<file path="src/rtl/ftl_arb_pkg.sv">
// ftl_arb_pkg: shared types and helpers for the FTL request arbiter.
//   state_e                - arbiter FSM state encoding
//   DEFAULT_TIMEOUT_CYCLES - default WAIT-state watchdog limit
//   id_width()             - width of an encoded requester id
package ftl_arb_pkg;

    typedef enum logic [2:0] {
        ST_IDLE  = 3'd0,
        ST_ISSUE = 3'd1,
        ST_WAIT  = 3'd2,
        ST_RESP  = 3'd3,
        ST_DRAIN = 3'd4
    } state_e;

    localparam int DEFAULT_TIMEOUT_CYCLES = 1024;

    // A single requester still needs a 1-bit id field.
    function automatic int id_width(input int n);
        return (n > 1) ? $clog2(n) : 1;
    endfunction

endpackage

</file>
<file path="src/rtl/rr_arbiter.sv">
// rr_arbiter: combinational round-robin grant.
//   ptr_i      - id of the last granted requester; search starts at ptr_i+1
//   req_i      - request vector
//   gnt_o      - one-hot grant (all zero when nothing requests)
//   gnt_id_o   - encoded id of the granted requester
//   gnt_any_o  - some requester is granted
module rr_arbiter
    import ftl_arb_pkg::*;
#(
    parameter int NUM_REQ = 2,
    parameter int ID_W    = id_width(NUM_REQ)
) (
    input  logic [ID_W-1:0]    ptr_i,
    input  logic [NUM_REQ-1:0] req_i,
    output logic [NUM_REQ-1:0] gnt_o,
    output logic [ID_W-1:0]    gnt_id_o,
    output logic               gnt_any_o
);

    int idx;

    // Scan ptr+1 .. ptr+NUM_REQ (wrapping); ptr itself is visited last.
    always_comb begin
        gnt_o     = '0;
        gnt_id_o  = '0;
        gnt_any_o = 1'b0;
        idx       = 0;
        for (int i = 1; i <= NUM_REQ; i++) begin
            idx = int'(ptr_i) + i;
            if (idx >= NUM_REQ) idx = idx - NUM_REQ;
            if (!gnt_any_o && req_i[idx]) begin
                gnt_o[idx] = 1'b1;
                gnt_id_o   = ID_W'(idx);
                gnt_any_o  = 1'b1;
            end
        end
    end

endmodule

</file>
<file path="src/rtl/ftl_req_arbiter.sv">
// ftl_req_arbiter: shares one FTL address-translation port among NUM_REQ
// requesters, one translation in flight, round-robin grant.
//   req_*        - per-requester request handshake (valid/ready, addr, rw)
//   rsp_*        - one-cycle response pulse to the owner; addr/hit/err shared
//   ftl_*        - issue pulse plus held addr/rw to the FTL, and its response
//   busy_o       - FSM not idle
//   proto_err_o  - sticky: FTL responded when nothing was outstanding
//   hit/miss_cnt - saturating counters of FTL cache hits and misses
//   dbg_state_o  - current FSM state
module ftl_req_arbiter
    import ftl_arb_pkg::*;
#(
    parameter int NUM_REQ        = 2,
    parameter int ADDR_WIDTH     = 32,
    parameter int TIMEOUT_CYCLES = DEFAULT_TIMEOUT_CYCLES,
    parameter int CNT_WIDTH      = 32
) (
    input  logic                          clk_i,
    input  logic                          rst_i,
    input  logic [NUM_REQ-1:0]            req_valid_i,
    output logic [NUM_REQ-1:0]            req_ready_o,
    input  logic [NUM_REQ*ADDR_WIDTH-1:0] req_addr_i,
    input  logic [NUM_REQ-1:0]            req_rw_i,
    output logic [NUM_REQ-1:0]            rsp_valid_o,
    output logic [ADDR_WIDTH-1:0]         rsp_addr_o,
    output logic                          rsp_hit_o,
    output logic                          rsp_err_o,
    output logic [ADDR_WIDTH-1:0]         ftl_addr_o,
    output logic                          ftl_addr_valid_o,
    output logic                          ftl_rw_o,
    input  logic [ADDR_WIDTH-1:0]         ftl_new_addr_i,
    input  logic                          ftl_addr_resp_i,
    input  logic                          ftl_cache_hit_i,
    output logic                          busy_o,
    output logic                          proto_err_o,
    output logic [CNT_WIDTH-1:0]          hit_cnt_o,
    output logic [CNT_WIDTH-1:0]          miss_cnt_o,
    output state_e                        dbg_state_o
);

    localparam int ID_W = id_width(NUM_REQ);
    localparam int WD_W = $clog2(TIMEOUT_CYCLES + 1);

    state_e                state_q, state_d;
    logic [ID_W-1:0]       ptr_q, ptr_d, owner_q, owner_d;
    logic [ADDR_WIDTH-1:0] addr_q, addr_d, rsp_addr_q, rsp_addr_d;
    logic                  rw_q, rw_d, rsp_hit_q, rsp_hit_d;
    logic                  rsp_err_q, rsp_err_d, proto_err_q, proto_err_d;
    logic [WD_W-1:0]       wd_q, wd_d;
    logic [CNT_WIDTH-1:0]  hit_cnt_q, hit_cnt_d, miss_cnt_q, miss_cnt_d;

    logic [NUM_REQ-1:0]    gnt;
    logic [ID_W-1:0]       gnt_id;
    logic                  gnt_any;
    logic [ADDR_WIDTH-1:0] sel_addr;
    logic                  sel_rw;

    rr_arbiter #(.NUM_REQ(NUM_REQ), .ID_W(ID_W)) u_rr (
        .ptr_i    (ptr_q),
        .req_i    (req_valid_i),
        .gnt_o    (gnt),
        .gnt_id_o (gnt_id),
        .gnt_any_o(gnt_any)
    );

    always_comb begin
        sel_addr = '0;
        sel_rw   = 1'b0;
        for (int i = 0; i < NUM_REQ; i++) begin
            if (gnt[i]) begin
                sel_addr = req_addr_i[i*ADDR_WIDTH +: ADDR_WIDTH];
                sel_rw   = req_rw_i[i];
            end
        end
    end

    always_comb begin
        state_d     = state_q;
        ptr_d       = ptr_q;
        owner_d     = owner_q;
        addr_d      = addr_q;
        rw_d        = rw_q;
        rsp_addr_d  = rsp_addr_q;
        rsp_hit_d   = rsp_hit_q;
        rsp_err_d   = rsp_err_q;
        proto_err_d = proto_err_q;
        wd_d        = wd_q;
        hit_cnt_d   = hit_cnt_q;
        miss_cnt_d  = miss_cnt_q;

        case (state_q)
            ST_IDLE: begin
                if (gnt_any) begin
                    addr_d  = sel_addr;
                    rw_d    = sel_rw;
                    owner_d = gnt_id;
                    ptr_d   = gnt_id;
                    state_d = ST_ISSUE;
                end
            end
            ST_ISSUE: begin
                wd_d    = '0;
                state_d = ST_WAIT;
            end
            ST_WAIT: begin
                // A response in the final watchdog cycle beats the timeout.
                if (ftl_addr_resp_i) begin
                    rsp_addr_d = ftl_new_addr_i;
                    rsp_hit_d  = ftl_cache_hit_i;
                    rsp_err_d  = 1'b0;
                    if (ftl_cache_hit_i) begin
                        if (hit_cnt_q != '1) hit_cnt_d = hit_cnt_q + CNT_WIDTH'(1);
                    end else begin
                        if (miss_cnt_q != '1) miss_cnt_d = miss_cnt_q + CNT_WIDTH'(1);
                    end
                    state_d = ST_RESP;
                end else if (wd_q == WD_W'(TIMEOUT_CYCLES - 1)) begin
                    rsp_addr_d = '0;
                    rsp_hit_d  = 1'b0;
                    rsp_err_d  = 1'b1;
                    state_d    = ST_RESP;
                end else begin
                    wd_d = wd_q + WD_W'(1);
                end
            end
            ST_RESP: begin
                // After a timeout the FTL still owes a response; swallow it.
                state_d = rsp_err_q ? ST_DRAIN : ST_IDLE;
            end
            ST_DRAIN: begin
                if (ftl_addr_resp_i) state_d = ST_IDLE;
            end
            default: state_d = ST_IDLE;
        endcase

        if (ftl_addr_resp_i &&
            (state_q == ST_IDLE || state_q == ST_ISSUE || state_q == ST_RESP)) begin
            proto_err_d = 1'b1;
        end
    end

    always_ff @(posedge clk_i or posedge rst_i) begin
        if (rst_i) begin
            state_q     <= ST_IDLE;
            ptr_q       <= ID_W'(NUM_REQ - 1);
            owner_q     <= '0;
            addr_q      <= '0;
            rw_q        <= 1'b0;
            rsp_addr_q  <= '0;
            rsp_hit_q   <= 1'b0;
            rsp_err_q   <= 1'b0;
            proto_err_q <= 1'b0;
            wd_q        <= '0;
            hit_cnt_q   <= '0;
            miss_cnt_q  <= '0;
        end else begin
            state_q     <= state_d;
            ptr_q       <= ptr_d;
            owner_q     <= owner_d;
            addr_q      <= addr_d;
            rw_q        <= rw_d;
            rsp_addr_q  <= rsp_addr_d;
            rsp_hit_q   <= rsp_hit_d;
            rsp_err_q   <= rsp_err_d;
            proto_err_q <= proto_err_d;
            wd_q        <= wd_d;
            hit_cnt_q   <= hit_cnt_d;
            miss_cnt_q  <= miss_cnt_d;
        end
    end

    // Ready is gated by reset so every output reads 0 while reset is held.
    assign req_ready_o = (state_q == ST_IDLE && !rst_i) ? gnt : '0;

    always_comb begin
        rsp_valid_o = '0;
        if (state_q == ST_RESP) begin
            for (int i = 0; i < NUM_REQ; i++) begin
                if (owner_q == ID_W'(i)) rsp_valid_o[i] = 1'b1;
            end
        end
    end

    assign rsp_addr_o       = rsp_addr_q;
    assign rsp_hit_o        = rsp_hit_q;
    assign rsp_err_o        = rsp_err_q;
    assign ftl_addr_o       = addr_q;
    assign ftl_rw_o         = rw_q;
    assign ftl_addr_valid_o = (state_q == ST_ISSUE);
    assign busy_o           = (state_q != ST_IDLE);
    assign proto_err_o      = proto_err_q;
    assign hit_cnt_o        = hit_cnt_q;
    assign miss_cnt_o       = miss_cnt_q;
    assign dbg_state_o      = state_q;

endmodule

</file>
<file path="config.mk">
export PLATFORM = sky130hd
export DESIGN_NAME = ftl_req_arbiter
export DESIGN_NICKNAME = d
export VERILOG_FILES = /design/src/rtl/ftl_arb_pkg.sv /design/src/rtl/rr_arbiter.sv /design/src/rtl/ftl_req_arbiter.sv
export SDC_FILE = /design/constraint.sdc
export NUM_CORES = 1
export LEC_CHECK = 0
export ABC_CLOCK_PERIOD_IN_PS = 5870
export CORE_AREA = 2 2 173 175
export DETAILED_ROUTE_END_ITERATION = 10
export DIE_AREA = 0 0 175 177
export GPL_TIMING_DRIVEN = 0
export SLEW_MARGIN = 20
export SYNTH_ARGS = -nofsm -noshare
export SYNTH_HDL_FRONTEND = slang
export SYNTH_SLANG_ARGS = --single-unit
</file>
<file path="constraint.sdc">
create_clock -name clk_i -period 5.87 [get_ports clk_i]
set_clock_uncertainty 0.15 [all_clocks]
set_input_delay 1.174 -clock clk_i [delete_from_list [all_inputs] [get_ports clk_i]]
set_output_delay 1.174 -clock clk_i [all_outputs]
set_load 0.1 [all_outputs]
</file>
==> impl_results.md, run 1 <==
- Peak supply drop: 0.000464 V
- Hold Crit Class: reg -> reg
- Cts bufs inserted: 17
- DP HPWL: 14.5 mm
- Hold Buf Count CTS: 0
- Rel. slew slack: 0.291
- Drt via density: 4.46
- Post-route cell area: 10100 um^2
- Post-synthesis instance total: 607
- Top cell type's share of synthesized area: 0.559
- Max H-tree Level: 4
- Crit path to: req_ready_o[0]
- Placed cell areas: 9550 um^2
- Reg clk slew, reported paths: 0.07 ns
- Slowest-stage cell, CP: clkdlybuf4s50_1
- IO Port Bufs: 244
- Largest net degree at the start of global routing: 80
- Detailed Route WL: 19.9 mm
- Setup Buffers After CTS: 0
- Critical path's most frequent cell: clkdlybuf4s50_1
- Final Max Slew Viols: 0
- Top Ports: 245
- Critical Path RT: 4.55 ns
- Core Area: 29200 um^2
- Mapped Area: 6580 um^2
- R2R depth: 6
- Worst R2R End: rsp_addr_o[4]$_DFFE_PP0P_
- Layout Nets: 978
- Cell with the most instances after synthesis: dfrtp_1
- CP Depth: 5
- Die Height: 177 um
- Post-synthesis net count: 714
- Reg2reg setup slack: 3.24 ns
- Primary FF master, synth: dfrtp_1
- GPL Wtd Cong: 0.756
- Status: complete, no violations
- Final Util: 0.346
- Crit-path max FO: 10
- Fin crit share: 0.915
- FF-to-FF Start: wd_q[0]$_DFFE_PP0P_
- Worst Path Buf+Inv: 3
- CTS resizes: 0
- CP endpoint kind: output port
- Syn avg cell area: 10.8 um^2
- Clock Path Buffers: 2
- Final Setup Violations: 0
- DR pass1 iterations: 4
- Max stage delay on crit path: 1.16 ns
- WL/cell: 15.6 um
- Setup slack after layout: 0.497 ns
- CTS tree: built
- Area grow syn2layout: 53.9%
- Critical-path cell list: clkdlybuf4s50_1 -> a21boi_1 -> clkbuf_1 -> nor3b_1 -> clkdlybuf4s50_1
- Die Area: 31000 um^2
- Register area share after synthesis: 0.563
- Critical path origin: req_valid_i[0]
- Yosys reg bits: 148
- Ys async rst share: 1.00
- Clk sink count: 148
- Netlist cell types: 50
- Final Power: 5.71 mW
- Leak: 4.13 nW
- Setup Slack @ Placement: 0.432 ns
- Share of post-route cells with drive strength above 1: 0.0577
- Hold Fails Final Rpt: 0
- P per Cell Area: 563 nW/um^2
- Starting DRC count in detailed routing: 258
- Ranking of synthesized cells by area: dfrtp_1 56%, xnor2_1 6.1%, a221o_1 5.0%
- Cells after DPL: 1242
- Fmax: 186 MHz
- Max Cap Viol: 0
- Period minus WS final: 5.37 ns
- Vias in the first global route: 5893
- Latest clock arrival within the worst-skew pair: 0.41 ns
- Top cells by count, synth: 147 x dfrtp_1, 72 x nand2_1, 62 x nor2_1, 46 x xnor2_1, 34 x nand3_1
- Top delay family on crit path: buffers and inverters
- Row Count: 63
- Worst hold margin: 0.326 ns
- Routed Antenna Nets: 0
- Synth Warn #: 0
- Overflow after GRT: 0
- Worst Path Arrival: 4.05 ns
- Filler cells: 2966
- Starting Density: 0.225
- Unrepaired setup endpoints after global routing: no
- Via Count: 5681
- Post-route insts no fill: 1274
- Largest area contributor in the netlist: dfrtp_1
- Number of synthesized flops with an enable pin: 0
- Worst Path Class, Setup: in -> out
- Critical Path Start Type: input port
- Global-route wire length before repair: 31.9 mm
- Worst-Margin Slew: 1.06 ns
- Diode count: 0
- Initial antenna violation count: 0
- DRC Markers: 0
- GRT Resource Usage Total: 0.129
- Horiz. Die Dim: 175 um
- Setup TNS: 0 ns
- Root buffer cell: clkbuf_16
-- sequential cells by signal, summed over array words and instances (netlist names), 3 cells and up --
name,flops
rsp_addr_o,32
dbg_state_o,3
ftl_addr_o,32
wd_q,11
miss_cnt_o,32
hit_cnt_o,32
-- per-layer routing --
layer / vias to the layer above / part of all wire / track usage
li1: 2727 / - / -
met1: 2763 / 0.46 / 0.168
met2: 175 / 0.46 / 0.209
met3: 16 / 0.062 / 0.0393
met4: 0 / 0.010 / 0.0319
met5: - / 0 / 0
-- cells by family (layout without fill, tap and decap cells) --
logic type	count (synthesis)	in the layout	share of synthesized area
AO/OA/AOI/OAI	96	96	0.126
XOR/XNOR	63	63	0.0838
adder cells (fa/ha/maj)	3	3	0.00570
buffers and inverters	36	313	0.0234
flip-flops	148	148	0.563
multiplexers	2	2	0.00342
AND/OR/NAND/NOR	259	259	0.195
-- how the worst min path moves through the flow --
stage | endpoint | cells after the start | from | slack, ns
5_1_grt | rsp_addr_o[18]$_DFFE_PP0P_ | 1 | rsp_addr_o[18]$_DFFE_PP0P_ | 0.36
2_1_floorplan | wd_q[5]$_DFFE_PP0P_ | 1 | wd_q[5]$_DFFE_PP0P_ | 0.30
3_3_place_gp | proto_err_o$_DFFE_PP0P_ | 1 | proto_err_o$_DFFE_PP0P_ | 0.31
3_5_place_dp | proto_err_o$_DFFE_PP0P_ | 1 | proto_err_o$_DFFE_PP0P_ | 0.32
6_report | proto_err_o$_DFFE_PP0P_ | 1 | proto_err_o$_DFFE_PP0P_ | 0.33
4_1_cts | proto_err_o$_DFFE_PP0P_ | 1 | proto_err_o$_DFFE_PP0P_ | 0.34
-- power breakdown --
group          total [mW]  switching (mW)  internal [mW]
registers            1.46           0.178           1.28
clock network        1.08           0.473          0.608
logic                3.17            2.39          0.775
-- layout make-up --
type / instances / area [um^2] / share of cell area
clock buffer: 18 / 439 / 0.0434
sequential: 148 / 3700 / 0.366
tap: 390 / 488 / 0.0482
buffer: 28 / 124 / 0.0122
multi-input combinational: 423 / 2720 / 0.269
timing repair buffer: 245 / 2470 / 0.244
inverter: 8 / 37.5 / 0.00371
clock inverter: 14 / 141 / 0.0140
-- cell usage in the layout, fill, tap and decap left out, drive strengths merged, types with 6 or more instances in the layout --
master and count:
clkdlybuf4s50 244, dfrtp 147, nand2 72, nor2 63
xnor2 46, clkbuf 40, nand3 34, a221o 33
a22o 32, nand4 29, xor2 17, o21ai 14
inv 14, and4 11, nor3 11, buf 7
nor4 6, nand2b 6, and2 6
Power figures use the tool's default switching activity.
==> run 2, diff against run 1 <==
Settings changed: ABC_CLOCK_PERIOD_IN_PS 5870 to unset.
==> results of run 2 <==
Final layout, timing and power as in run 1 (identical DEF).
==> run 3, diff against run 2 <==
Settings changed: ABC_AREA set to 1, CORE_AREA 2 2 173 175 to 2 2 195 197, DIE_AREA 0 0 175 177 to 0 0 197 199.
==> impl_results.md, run 3 <==
- Placed cell areas: 11500 um^2 (+21%)
- Routed Antenna Nets: 0 (unchanged)
- Latest clock arrival within the worst-skew pair: 0.45 ns (+0.04 ns)
- Core Area: 37100 um^2 (+27%)
- Post-synthesis instance total: 1139 (+88%)
- Filler cells: 3964 (+34%)
- Top Ports: 245 (unchanged)
- Post-route insts no fill: 1893 (+49%)
- Overflow after GRT: 0 (unchanged)
- Fin crit share: 0.877 (-0.0383)
- Top cells by count, synth: 516 x nand2_1, 147 x dfrtp_1, 111 x nor2_1, 90 x nand3_1, 43 x nand4_1
- Area grow syn2layout: 44.3%
- Reg2reg setup slack: 3.69 ns (+0.45 ns)
- Share of post-route cells with drive strength above 1: 0.0797 (+0.0220)
- Leak: 5.42 nW (+31%)
- Clock Path Buffers: 2 (unchanged)
- Number of synthesized flops with an enable pin: 0 (unchanged)
- Busiest layer in global routing: met2
- Detailed Route WL: 27.2 mm (+37%)
- Final Util: 0.327 (-0.0195)
- Hold Crit Class: reg -> reg
- DR pass1 iterations: 5 (+1)
- Worst Path Arrival: 3.82 ns (-0.23 ns)
- P per Cell Area: 499 nW/um^2 (-11%)
- Cts bufs inserted: 17 (unchanged)
- Initial antenna violation count: 1 (+1)
- WL/cell: 14.4 um (-7.8%)
- Worst Path Buf+Inv: 5 (+2)
- Synth Warn #: 0 (unchanged)
- Post-synthesis net count: 1246 (+75%)
- Netlist cell types: 34 (-32%)
- Status: complete, no violations
- Fmax: 194 MHz (+4.4%)
- Post-route cell area: 12100 um^2 (+20%)
- Largest net degree at the start of global routing: 32 (-60%)
- Critical Path RT: 4.55 ns (about the same)
- Peak supply drop: 0.000451 V (-2.8%)
- Drt via density: 4.39 (-1.5%)
- Largest area contributor in the netlist: dfrtp_1
- Unrepaired setup endpoints after global routing: no
- Cells after DPL: 1860 (+50%)
- Setup Slack @ Placement: 0.663 ns (+0.231 ns)
- Slowest-stage cell, CP: clkdlybuf4s50_1
- Crit-path max FO: 31 (+21)
- Final Setup Violations: 0 (unchanged)
- Root buffer cell: clkbuf_16
- Die Area: 39200 um^2 (+27%)
- Worst-Margin Slew: 1.04 ns (-0.0183 ns)
- Ys async rst share: 1.00 (unchanged)
- Critical Path Start Type: input port
- Met1 Use GR: 0.179 (+0.0106)
- Worst Path Class, Setup: in -> out
- Yosys reg bits: 148 (unchanged)
- CP endpoint kind: output port
- Max Cap Viol: 0 (unchanged)
- Via Count: 8314 (+46%)
- IO Port Bufs: 242 (-0.82%)
- Horiz. Die Dim: 197 um (+13%)
- Clk sink count: 148 (unchanged)
- Reg clk slew, reported paths: 0.06 ns (about the same)
- Global-route wire length before repair: 43.8 mm (+37%)
- Cell with the most instances after synthesis: nand2_1
- Ranking of synthesized cells by area: dfrtp_1 44%, nand2_1 23%, nand3_1 5.4%
- Critical-path cell list: clkdlybuf4s50_1 -> clkinvlp_4 -> buf_12 -> buf_12 -> nand2_1 -> nor2_1 -> clkdlybuf4s50_1
- Final Max Slew Viols: 0 (unchanged)
- Setup slack after layout: 0.722 ns (+0.225 ns)
- Top delay family on crit path: buffers and inverters
- Starting DRC count in detailed routing: 311 (+21%)
- Max stage delay on crit path: 1.14 ns (-0.02 ns)
- CTS tree: built
- Most frequent cells in the layout: 516 x nand2_1, 242 x clkdlybuf4s50_1, 147 x dfrtp_1
- Max H-tree Level: 4 (unchanged)
- Syn avg cell area: 7.38 um^2 (-32%)
- Top cell type's share of synthesized area: 0.437 (-0.122)
- Register area share after synthesis: 0.441 (-0.122)
- Hold Buf Count CTS: 0 (unchanged)
- Hold Fails Final Rpt: 0 (unchanged)
- DRC Markers: 0 (unchanged)
- GRT Resource Usage Total: 0.143 (+0.0135)
- GR Layer Usage met3: 0.0468 (+0.00749)
- Starting Density: 0.226 (+0.00142)
- DP HPWL: 21.0 mm (+45%)
- Die Height: 199 um (+12%)
- Primary FF master, synth: dfrtp_1
- GPL Wtd Cong: 0.869 (+15%)
- CTS resizes: 0 (unchanged)
- Met2 usage: 0.231 (+0.0218)
- Mapped Area: 8410 um^2 (+28%)
- Layout Nets: 1512 (+55%)
- Commonest non-fill, non-tap cell in the layout: nand2_1
- Setup Buffers After CTS: 0 (unchanged)
- Vias in the first global route: 8141 (+38%)
- Period minus WS final: 5.15 ns (-0.225 ns)
- Row Count: 71 (+13%)
- Rel. slew slack: 0.303 (+0.0123)
run 3: cell count changes after synthesis, moves of 7 or more:
cell      delta
nand2_1    +444
nand3_1     +56
nor2_1      +49
xnor2_1     -36
a221o_1     -33
inv_1       +33
a22o_1      -32
nand3b_1    +24
o211ai_2    +18
nand4_1     +14
o211ai_1    +14
and4_1      -11
nor3_1      -10
buf_6        +7
run 3: layout make-up:
class | instances | area (um^2) | area share
Tap cell | 474 | 593 | 0.0489
Inverter | 46 | 176 | 0.0145
Timing Repair Buffer | 247 | 2530 | 0.208
Clock buffer | 17 | 425 | 0.0351
Antenna cell | 1 | 2.50 | 0.000206
Clock inverter | 15 | 170 | 0.0140
Sequential cell | 148 | 3700 | 0.305
Multi-Input combinational cell | 900 | 4270 | 0.352
Buffer | 45 | 265 | 0.0219
run 3: path summary, 6_finish.rpt:
path                       cells after the start                 startpoint                    endpoint
max                                            7                      rst_i              req_ready_o[0]
min                                            2          ptr_q$_DFFE_PP1P_           ptr_q$_DFFE_PP1P_
max reg2reg                                   11  miss_cnt_o[0]$_DFFE_PP0P_  miss_cnt_o[14]$_DFFE_PP0P_
min reg2reg                                    2          ptr_q$_DFFE_PP1P_           ptr_q$_DFFE_PP1P_
max in group asynchronous                      5                      rst_i        ftl_rw_o$_DFFE_PP0P_
min in group asynchronous                      2                      rst_i  rsp_addr_o[24]$_DFFE_PP0P_
run 3: routing by layer:
| layer | vias to the layer above | part of all wire |
|---|---|---|
| met3 | 29 | 0.070 |
| met2 | 231 | 0.46 |
| li1 | 4212 | - |
| met1 | 3842 | 0.45 |
| met4 | 0 | 0.018 |
| met5 | - | 0 |
run 3: logic make-up (layout without fill, tap and decap cells):
logic type	after synthesis	in the layout	share of synthesized area
adders and majority gates	3	3	0.00446
xor gates and xnor gates	29	29	0.0302
buffers and inverters	91	370	0.0521
and+or+nand+nor	816	816	0.420
DFF	148	148	0.441
AOI/OAI and AO/OA	52	52	0.0528
other	0	1	0
run 3: worst register-to-register path, delay by kind of cell, from the launching register on:
kind / cells / cell delay [ns]
and+or+nand+nor: 8 / 0.81
adders and majority gates: 1 / 0.33
buffers and inverters: 2 / 0.29
DFF: 1 / 0.49
run 3: per-stage QoR:
stage,hold slack (ns),total power [mW],TNS (ns)
final,0.338,6.05,0
after global routing,0.361,6.34,0
after CTS,0.339,6.12,0
after detailed placement,0.318,4.95,0
after global placement,0.317,4.93,-3.73
after floorplan,0.310,4.04,0
run 3: report_power, final:
part	internal [mW]	leakage (nW)	switching [mW]
logic	0.811	3.19	2.63
clock network	0.637	0.286	0.498
registers	1.28	1.95	0.190
